**config.mk**
```make
export PLATFORM = sky130hd
export DESIGN_NAME = string_sender
export DESIGN_NICKNAME = d
export VERILOG_FILES = /design/src/rtl/string_sender.sv
export SDC_FILE = /design/constraint.sdc
export NUM_CORES = 1
export LEC_CHECK = 0
export CORE_MARGIN = 4
export CORE_UTILIZATION = 37
export DETAILED_ROUTE_END_ITERATION = 7
export HOLD_SLACK_MARGIN = 0.1
export SLEW_MARGIN = 10
export SYNTH_ARGS = -nofsm -noshare
export SYNTH_HDL_FRONTEND = slang
export SYNTH_SLANG_ARGS = --single-unit
```
**constraint.sdc**
```tcl
create_clock -name clk -period 2.7 [get_ports clk]
set_input_delay 0.54 -clock clk [delete_from_list [all_inputs] [get_ports clk]]
set_output_delay 0.54 -clock clk [all_outputs]
set_load 0.05 [all_outputs]
```
**src/rtl/string_sender.sv**
```systemverilog
// Bit-serial message sender with valid/ready handshake and a configurable idle gap after each bit.
// Sized by `STR_LEN / `LOG_STR_LEN (normally from macros.v); define STRING_SENDER_PARITY_EN to append an even-parity bit.

`ifndef STR_LEN
`define STR_LEN 8
`endif
`ifndef LOG_STR_LEN
`define LOG_STR_LEN 3
`endif

module string_sender #(
  parameter int IDLE_GAP = 2
) (
  input  logic                    clk,
  input  logic                    rst,
  input  logic                    start,
  input  logic [`STR_LEN-1:0]     in_string,
  input  logic [`LOG_STR_LEN-1:0] eos,
  input  logic                    tx_ready,
  output logic                    tx_valid,
  output logic                    tx_bit,
  output logic [`LOG_STR_LEN:0]   tx_index,
  output logic                    busy,
  output logic                    send_done
);

  localparam int STR_LEN = `STR_LEN;
  localparam int LW      = `LOG_STR_LEN;
  // Counter width of clog2(IDLE_GAP+1), kept at least one bit so IDLE_GAP=0 still elaborates.
  localparam int GW      = (IDLE_GAP > 0) ? $clog2(IDLE_GAP + 1) : 1;

  localparam logic [LW:0]   LAST_IDX = (LW + 1)'(STR_LEN - 1);
  localparam logic [GW-1:0] GAP_LAST = GW'((IDLE_GAP > 0) ? IDLE_GAP - 1 : 0);
`ifdef STRING_SENDER_PARITY_EN
  localparam logic [LW:0]   PAR_IDX  = (LW + 1)'(STR_LEN);
`endif

  typedef enum logic [2:0] {
    IDLE,
    SEND,
    GAP,
`ifdef STRING_SENDER_PARITY_EN
    PARITY,
`endif
    DONE
  } state_t;

  state_t             state, state_d;
  logic [LW:0]        index, index_d;
  logic [GW-1:0]      gap_cnt, gap_d;
  logic [STR_LEN-1:0] shadow, shadow_d;
  logic               cur_bit;
`ifdef STRING_SENDER_PARITY_EN
  logic               parity, parity_d;
`endif

  assign cur_bit = shadow[index[LW-1:0]];

  // Next-state and datapath update.
  always_comb begin
    // NOTE: every variable gets a default before the case so no path can infer a latch.
    state_d  = state;
    index_d  = index;
    gap_d    = gap_cnt;
    shadow_d = shadow;
`ifdef STRING_SENDER_PARITY_EN
    parity_d = parity;
`endif
    unique case (state)
      IDLE, DONE: begin
        if (start) begin
          shadow_d = in_string;
          index_d  = {1'b0, eos};
`ifdef STRING_SENDER_PARITY_EN
          parity_d = 1'b0;
`endif
          state_d  = SEND;
        end
      end
      SEND: begin
        if (tx_ready) begin
          gap_d = '0;
`ifdef STRING_SENDER_PARITY_EN
          parity_d = parity ^ cur_bit;
`endif
          if (index == LAST_IDX) begin
`ifdef STRING_SENDER_PARITY_EN
            // Parking the index on STR_LEN tells GAP that the parity bit comes next.
            index_d = PAR_IDX;
            state_d = (IDLE_GAP > 0) ? GAP : PARITY;
`else
            state_d = DONE;
`endif
          end else begin
            index_d = index + (LW + 1)'(1);
            state_d = (IDLE_GAP > 0) ? GAP : SEND;
          end
        end
      end
      GAP: begin
        if (gap_cnt == GAP_LAST) begin
          gap_d = '0;
`ifdef STRING_SENDER_PARITY_EN
          state_d = (index == PAR_IDX) ? PARITY : SEND;
`else
          state_d = SEND;
`endif
        end else begin
          gap_d = gap_cnt + GW'(1);
        end
      end
`ifdef STRING_SENDER_PARITY_EN
      PARITY: begin
        if (tx_ready) state_d = DONE;
      end
`endif
      default: state_d = IDLE;
    endcase
  end

  always_ff @(posedge clk) begin
    if (rst) begin
      state   <= IDLE;
      index   <= '0;
      gap_cnt <= '0;
      // NOTE: the shadow register is reset like any flop; it is a plain register, not a RAM.
      shadow  <= '0;
`ifdef STRING_SENDER_PARITY_EN
      parity  <= 1'b0;
`endif
    end else begin
      // NOTE: sequential state uses non-blocking assignments so all flops update together.
      state   <= state_d;
      index   <= index_d;
      gap_cnt <= gap_d;
      shadow  <= shadow_d;
`ifdef STRING_SENDER_PARITY_EN
      parity  <= parity_d;
`endif
    end
  end

  // Moore outputs; bit and index read as zero whenever nothing is offered.
  always_comb begin
    tx_valid  = 1'b0;
    tx_bit    = 1'b0;
    tx_index  = '0;
    busy      = (state != IDLE) && (state != DONE);
    send_done = (state == DONE);
    case (state)
      SEND: begin
        tx_valid = 1'b1;
        tx_bit   = cur_bit;
        tx_index = index;
      end
`ifdef STRING_SENDER_PARITY_EN
      PARITY: begin
        tx_valid = 1'b1;
        tx_bit   = parity;
        tx_index = PAR_IDX;
      end
`endif
      default: ;
    endcase
  end

  property p_hold_while_stalled;
    @(posedge clk) disable iff (rst)
      tx_valid && !tx_ready |=> tx_valid && $stable(tx_bit) && $stable(tx_index);
  endproperty
  a_hold_while_stalled: assert property (p_hold_while_stalled);

endmodule

```
After elaboration in Yosys (flattened, before gate mapping)
Cells that the tools add are included.
{"block": "word_totals", "in_bits": 15, "output_inout_bits": 8, "ff_bits": 17}
{"block": "classes", "reduce_logical": 10, "n_eq_ne": 10, "muxes": 17, "add_sub_neg": 2, "n_lt_le_gt_ge": 1}
{"op": "2-to-1 mux 4 bit", "n": 4}
{"op": "2-to-1 mux 3 bit", "n": 3}
{"op": "case mux 3 bit (3 select lines)", "n": 1}
{"op": "inequality test 2 bit (second input constant)", "n": 4}
{"op": "case mux 4 bit (2 select lines)", "n": 1}
{"op": "equality test 3 x 2 -> 1 bit (second input constant)", "n": 2}
{"op": "adder 4 x 1 -> 4 bit (second input constant)", "n": 1}
{"op": "equality test 4 x 3 -> 1 bit (second input constant)", "n": 1}
{"op": "< comparator 3 x 4 -> 1 bit (second input constant)", "n": 1}
{"op": "2-to-1 mux 1 bit", "n": 4}
{"op": "2-to-1 mux 2 bit", "n": 2}
{"op": "case mux 2 bit (2 select lines)", "n": 1}
{"op": "AND reduction 2 bit", "n": 2}
{"op": "AND reduction 4 bit", "n": 1}
{"op": "nonzero test 2 bit", "n": 2}
{"op": "binary-select mux 1 bit (select 3 bit)", "n": 1}
{"op": "equality test 3 x 1 -> 1 bit (second input constant)", "n": 1}
{"op": "logical NOT 3 bit", "n": 1}
{"op": "inequality test 3 x 2 -> 1 bit (second input constant)", "n": 1}
{"op": "AND reduction 3 bit", "n": 1}
{"op": "nonzero test 3 bit", "n": 1}
{"op": "adder 2 x 1 -> 2 bit (second input constant)", "n": 1}
{"op": "equality test 2 x 1 -> 1 bit (second input constant)", "n": 1}
{"op": "OR reduction 2 bit", "n": 1}
{"op": "logical AND 1 bit", "n": 1}

Logic depth before layout (Yosys ltp)
{"block": "logic_depth", "depth_word": 4, "mapped_depth": 7, "mapped_depth_nobuf": 6}

Least setup slack after synthesis
Ideal clock, no wire load.
{"block": "synth_timing", "kind": "reg2reg", "from": "register state[1]", "to": "register index[2]", "arrival_ns": 1.881, "path_stages_with_launch": 8, "setup_time_ns": 0.117, "period_less_slack_ns": 1.998, "slack_ns": 0.702, "path_cell_list": "dfxtp_1 inv_1 ha_1 buf_6 nor2b_4 nor4_4 o21ai_1 a32o_1"}
{"block": "synth_between", "elab_chain_cells": 4, "word_cells_on_any_way": 10}
{"element": "start: declaration", "line": "48", "source": "state_t state, state_d;"}
{"element": "start signal: assignment", "line": "133", "source": "state <= state_d;"}
{"element": "equality test 3 x 2 -> 1 bit or logical NOT 3 bit (tied branches)", "line": "69", "source": "unique case (state)"}
{"element": "OR reduction 2 bit", "line": "69"}
{"element": "inequality test 2 bit (no source line) or nonzero test 2 bit (tied branches)"}
{"element": "AND reduction 4 bit (no source line)"}
{"element": "end signal: assignment", "line": "134", "source": "index <= index_d;"}
{"element": "end: declaration", "line": "49", "source": "logic [LW:0] index, index_d;"}
Parallel ways exist; a longest one is shown, timed or not.
A chain may end at the register's enable or synchronous reset.

Worst setup path in the final report
{"block": "layout_timing", "from": "register state[0]", "to": "output tx_index[3]"}
{"block": "layout_between", "elab_chain_cells": 2}
{"element": "equality test 3 x 1 -> 1 bit", "line": "150", "source": "case (state)"}
{"element": "2-to-1 mux 4 bit", "line": "150"}
{"element": "end: declaration", "line": "22", "source": "output logic [`LOG_STR_LEN:0] tx_index,"}
No other way between the ends.

==> out/qor.txt <==
Outcome = complete, no violations
Initial Utilization = 0.3946
Global placer's final weighted congestion = 0.7745
Relative slew slack = 0.6612
WP depth = 3
DRT Wirelength = 1845 um
Hold crit path type = reg2reg
Crit path arrival time = 2.01 ns
Post-synthesis cell count = 101
CTS buffer count = 3
Sequential area share after synthesis = 0.3601
Residual DRC = 0
CTS tree = built
Crit. End Element = output pin
Max Cap Violations = 0
CP Class = reg2out
Util after Layout = 0.5233
Critical R2R Launch = state[0]
CTS Root Buffer Type = clkbuf_4
Hold Fails Final Rpt = 0
Unrepaired setup endpoints after global routing = false
Cell Pwr Density = 988.7 nW/um2
Compound-Gate Fraction of Synth Area = 0.1224
Synth async-reset ratio = 0
CP Launch Type = flop
Mean routed wirelength per cell = 12.06 um
P_int = 0.6494 mW
Routed wl met3 = 121 um
Top Layer Used = met4
Critical path capture point = tx_index[3]
Final setup viols = 0
Vias per cell = 4.961
Slowest CP cell = clkdlybuf4s50_1
Vias = 759
Number of fill cells = 238
Row count = 17
Register share of total power = 0.307
Top cell type by total area after synthesis = dfxtp_1
Leak = 0.4931 nW
Slack of the worst reg-to-reg path = 0.60 ns
Synth Register Bits = 16
Layout cells sized above 1 = 0.09600
Crit path cell chain = ha_1 -> and2_1 -> clkdlybuf4s50_1
Clk buf depth = 2
Largest net degree at the start of global routing = 12
Antenna violations before repair = 0
Die footprint = 3253 um2
Fmax = 0.3924 GHz
Largest family of logic cells by synthesized area = simple AND/OR/NAND/NOR gates
# diodes = 0
Delay-heaviest family, CP = buffers and inverters
Port Buf Inserts = 22
Setup crit start = state[0]
Synth warnings = 0
Max incr delay on CP = 0.79 ns
Core area = 2255 um2
Clock sinks = 16
# IOs = 23
Worst-skew pair later-pin latency = 0.29 ns
Net Sw Frac = 0.4433
Multiplexer area fraction after synthesis = 0.1069
Hold-fix buffers, CTS = 0
Worst Reg-to-Reg Cells = 7
Syn-to-layout area delta = 32.63%
Adder-cell share of the synthesized area = 0.07032
DR iter-0 viols = 15
Post-synthesis simple-gate area fraction = 0.2686
Worst Path Buf+Inv = 1
Distinct cells, synth = 30
Average size of a mapped cell = 8.808 um2
Final Skew = 0.009741 ns
Synth top area share = 0.3601
Most used flip-flop cell after synthesis = dfxtp_1
Non-Filler Instances = 153
Placed Cells = 149
First-pass GRT wire length = 3056 um
Slew Limit Fails = 0
Wire length on met1 = 859 um
Worst reg2reg path endpoint = index[2]
Top-count cell post-synth = dfxtp_1
Synthesized cell area = 889.6 um2
Switch Pwr = 0.5172 mW
Wire length on met2 = 849 um
Worst slew pin tran = 0.5067 ns
DIE WIDTH = 57.04 um
Setup TNS = 0 ns
Peak supply drop = 0.0007148 V
CTS clk-pin slew, worst paths = 0.10 ns
GRT Total Usage = 0.1162
HPWL Detailed = 1415 um
Worst EP required = 2.16 ns
Post-DP Area = 1142 um2
Period Utilization, post-route = 0.9438
Synth area leaders = dfxtp_1 (36%), ha_1 (7.0%), a21oi_1 (6.2%), mux2i_1 (5.6%), mux4_2 (5.1%)
Drt pass-1 iters = 4
ANT nets after route = 0
Max Fanout on Critical Path = 8
H-tree levels = 1
Logic pwr share = 0.556
Nets = 146
Clock Power Share = 0.137
DIE HEIGHT = 57.04 um
Vias in the first global route = 726
Top cells by count, synth = dfxtp_1 (16), a21oi_1 (11), nand2_1 (10), nand3_1 (8), nor2_1 (8)
Worst hold slack = 0.4591 ns
EDFF count, synth = 0
Post-Synth XOR/XNOR Area = 0.009845
Synthesized Nets = 121
Gr ovfl total = 0
Min Tclk post-route = 2.548 ns
Design area = 1180 um2
==> state kept, by name, summed over array words and instances, names as in the netlist <==
register and flops:
shadow 8, index 4, gap_cnt 2, state 2
==> power groups by stage <==
stage | Clock (mW) | Sequential [mW] | Combinational (mW)
6_report | 0.160 | 0.358 | 0.648
5_1_grt | 0.173 | 0.369 | 0.710
4_1_cts | 0.163 | 0.358 | 0.655
3_5_place_dp | 0 | 0.364 | 0.654
3_3_place_gp | 0 | 0.360 | 0.654
2_1_floorplan | 0 | 0.346 | 0.500
==> cell usage in the layout, fill, tap and decap left out <==
cell type and instances:
and3_1 1, dlymetal6s2s_1 1, mux4_2 2, and4b_1 1
nor2b_4 1, a21oi_1 11, clkbuf_8 1, dlygate4sd2_1 1
and3b_1 1, nor2_1 8, o211a_1 1, xor2_1 1
mux2i_1 5, a31oi_1 1, and2_1 3, nand2_1 10
buf_4 4, a211oi_1 3, clkdlybuf4s50_1 20, nor3_1 2
nand4b_1 1, clkbuf_4 3, nand3b_1 2, nand2b_1 2
inv_1 6, nor2b_1 1, nor4_4 1, a32o_1 1
ha_1 5, nand3_1 8, dfxtp_1 16, o21ai_1 1
==> metrics by stage <==
step,power (mW),setup slack (ns)
after global routing,1.252,0.02265
after floorplan,0.8464,0.7019
after CTS,1.176,0.04873
after global placement,1.015,0.3156
final,1.167,0.1516
after detailed placement,1.018,0.2669
==> worst reg2reg max path: cells and delay by family (launching register included) <==
kind / cells / cell delay, ns
buf+inv: 2 / 0.25
simple gates: 2 / 0.59
flops: 1 / 0.42
compound gates: 2 / 0.43
fa+ha+maj: 1 / 0.31
==> cell families (layout without fill, tap and decap cells) <==
| family | count (synthesis) | count (layout) |
|---|---|---|
| buffers and inverters | 12 | 36 |
| adders and majority gates | 5 | 5 |
| muxes | 7 | 7 |
| xor gates and xnor gates | 1 | 1 |
| AOI/OAI and AO/OA | 18 | 18 |
| DFF | 16 | 16 |
| and+or+nand+nor | 42 | 42 |
==> layout make-up <==
type | instances | area, um2 | area share
timing repair buffer | 26 | 251.5 | 0.2131
sequential | 16 | 320.3 | 0.2715
multi-input combinational | 73 | 514.2 | 0.4358
clock buffer | 4 | 36.28 | 0.03075
inverter | 6 | 22.52 | 0.01909
tap | 28 | 35.03 | 0.02969
==> worst min-delay path by stage <==
stage / to / from / cells after the start / slack, ns
final: shadow[0] / shadow[0] / 2 / 0.46
after global routing: shadow[6] / shadow[6] / 2 / 0.48
after CTS: shadow[0] / shadow[0] / 2 / 0.46
after detailed placement: shadow[0] / shadow[0] / 2 / 0.45
after global placement: gap_cnt[1] / gap_cnt[1] / 1 / 0.45
after floorplan: shadow[2] / shadow[2] / 2 / 0.43
==> what timing repair did <==
action                                  in CTS  in global routing
gates resized for setup                      1                  1
buffers inserted                             0                  0
endpoints found under the setup margin       1                  1
==> layer usage <==
metal  up-vias  GRT usage
met5         -          0
met4         0    0.02318
met3         2    0.04525
met2        20     0.1941
met1       336     0.1423
li1        401          -
No activity file was read; power rests on OpenSTA's default activity.
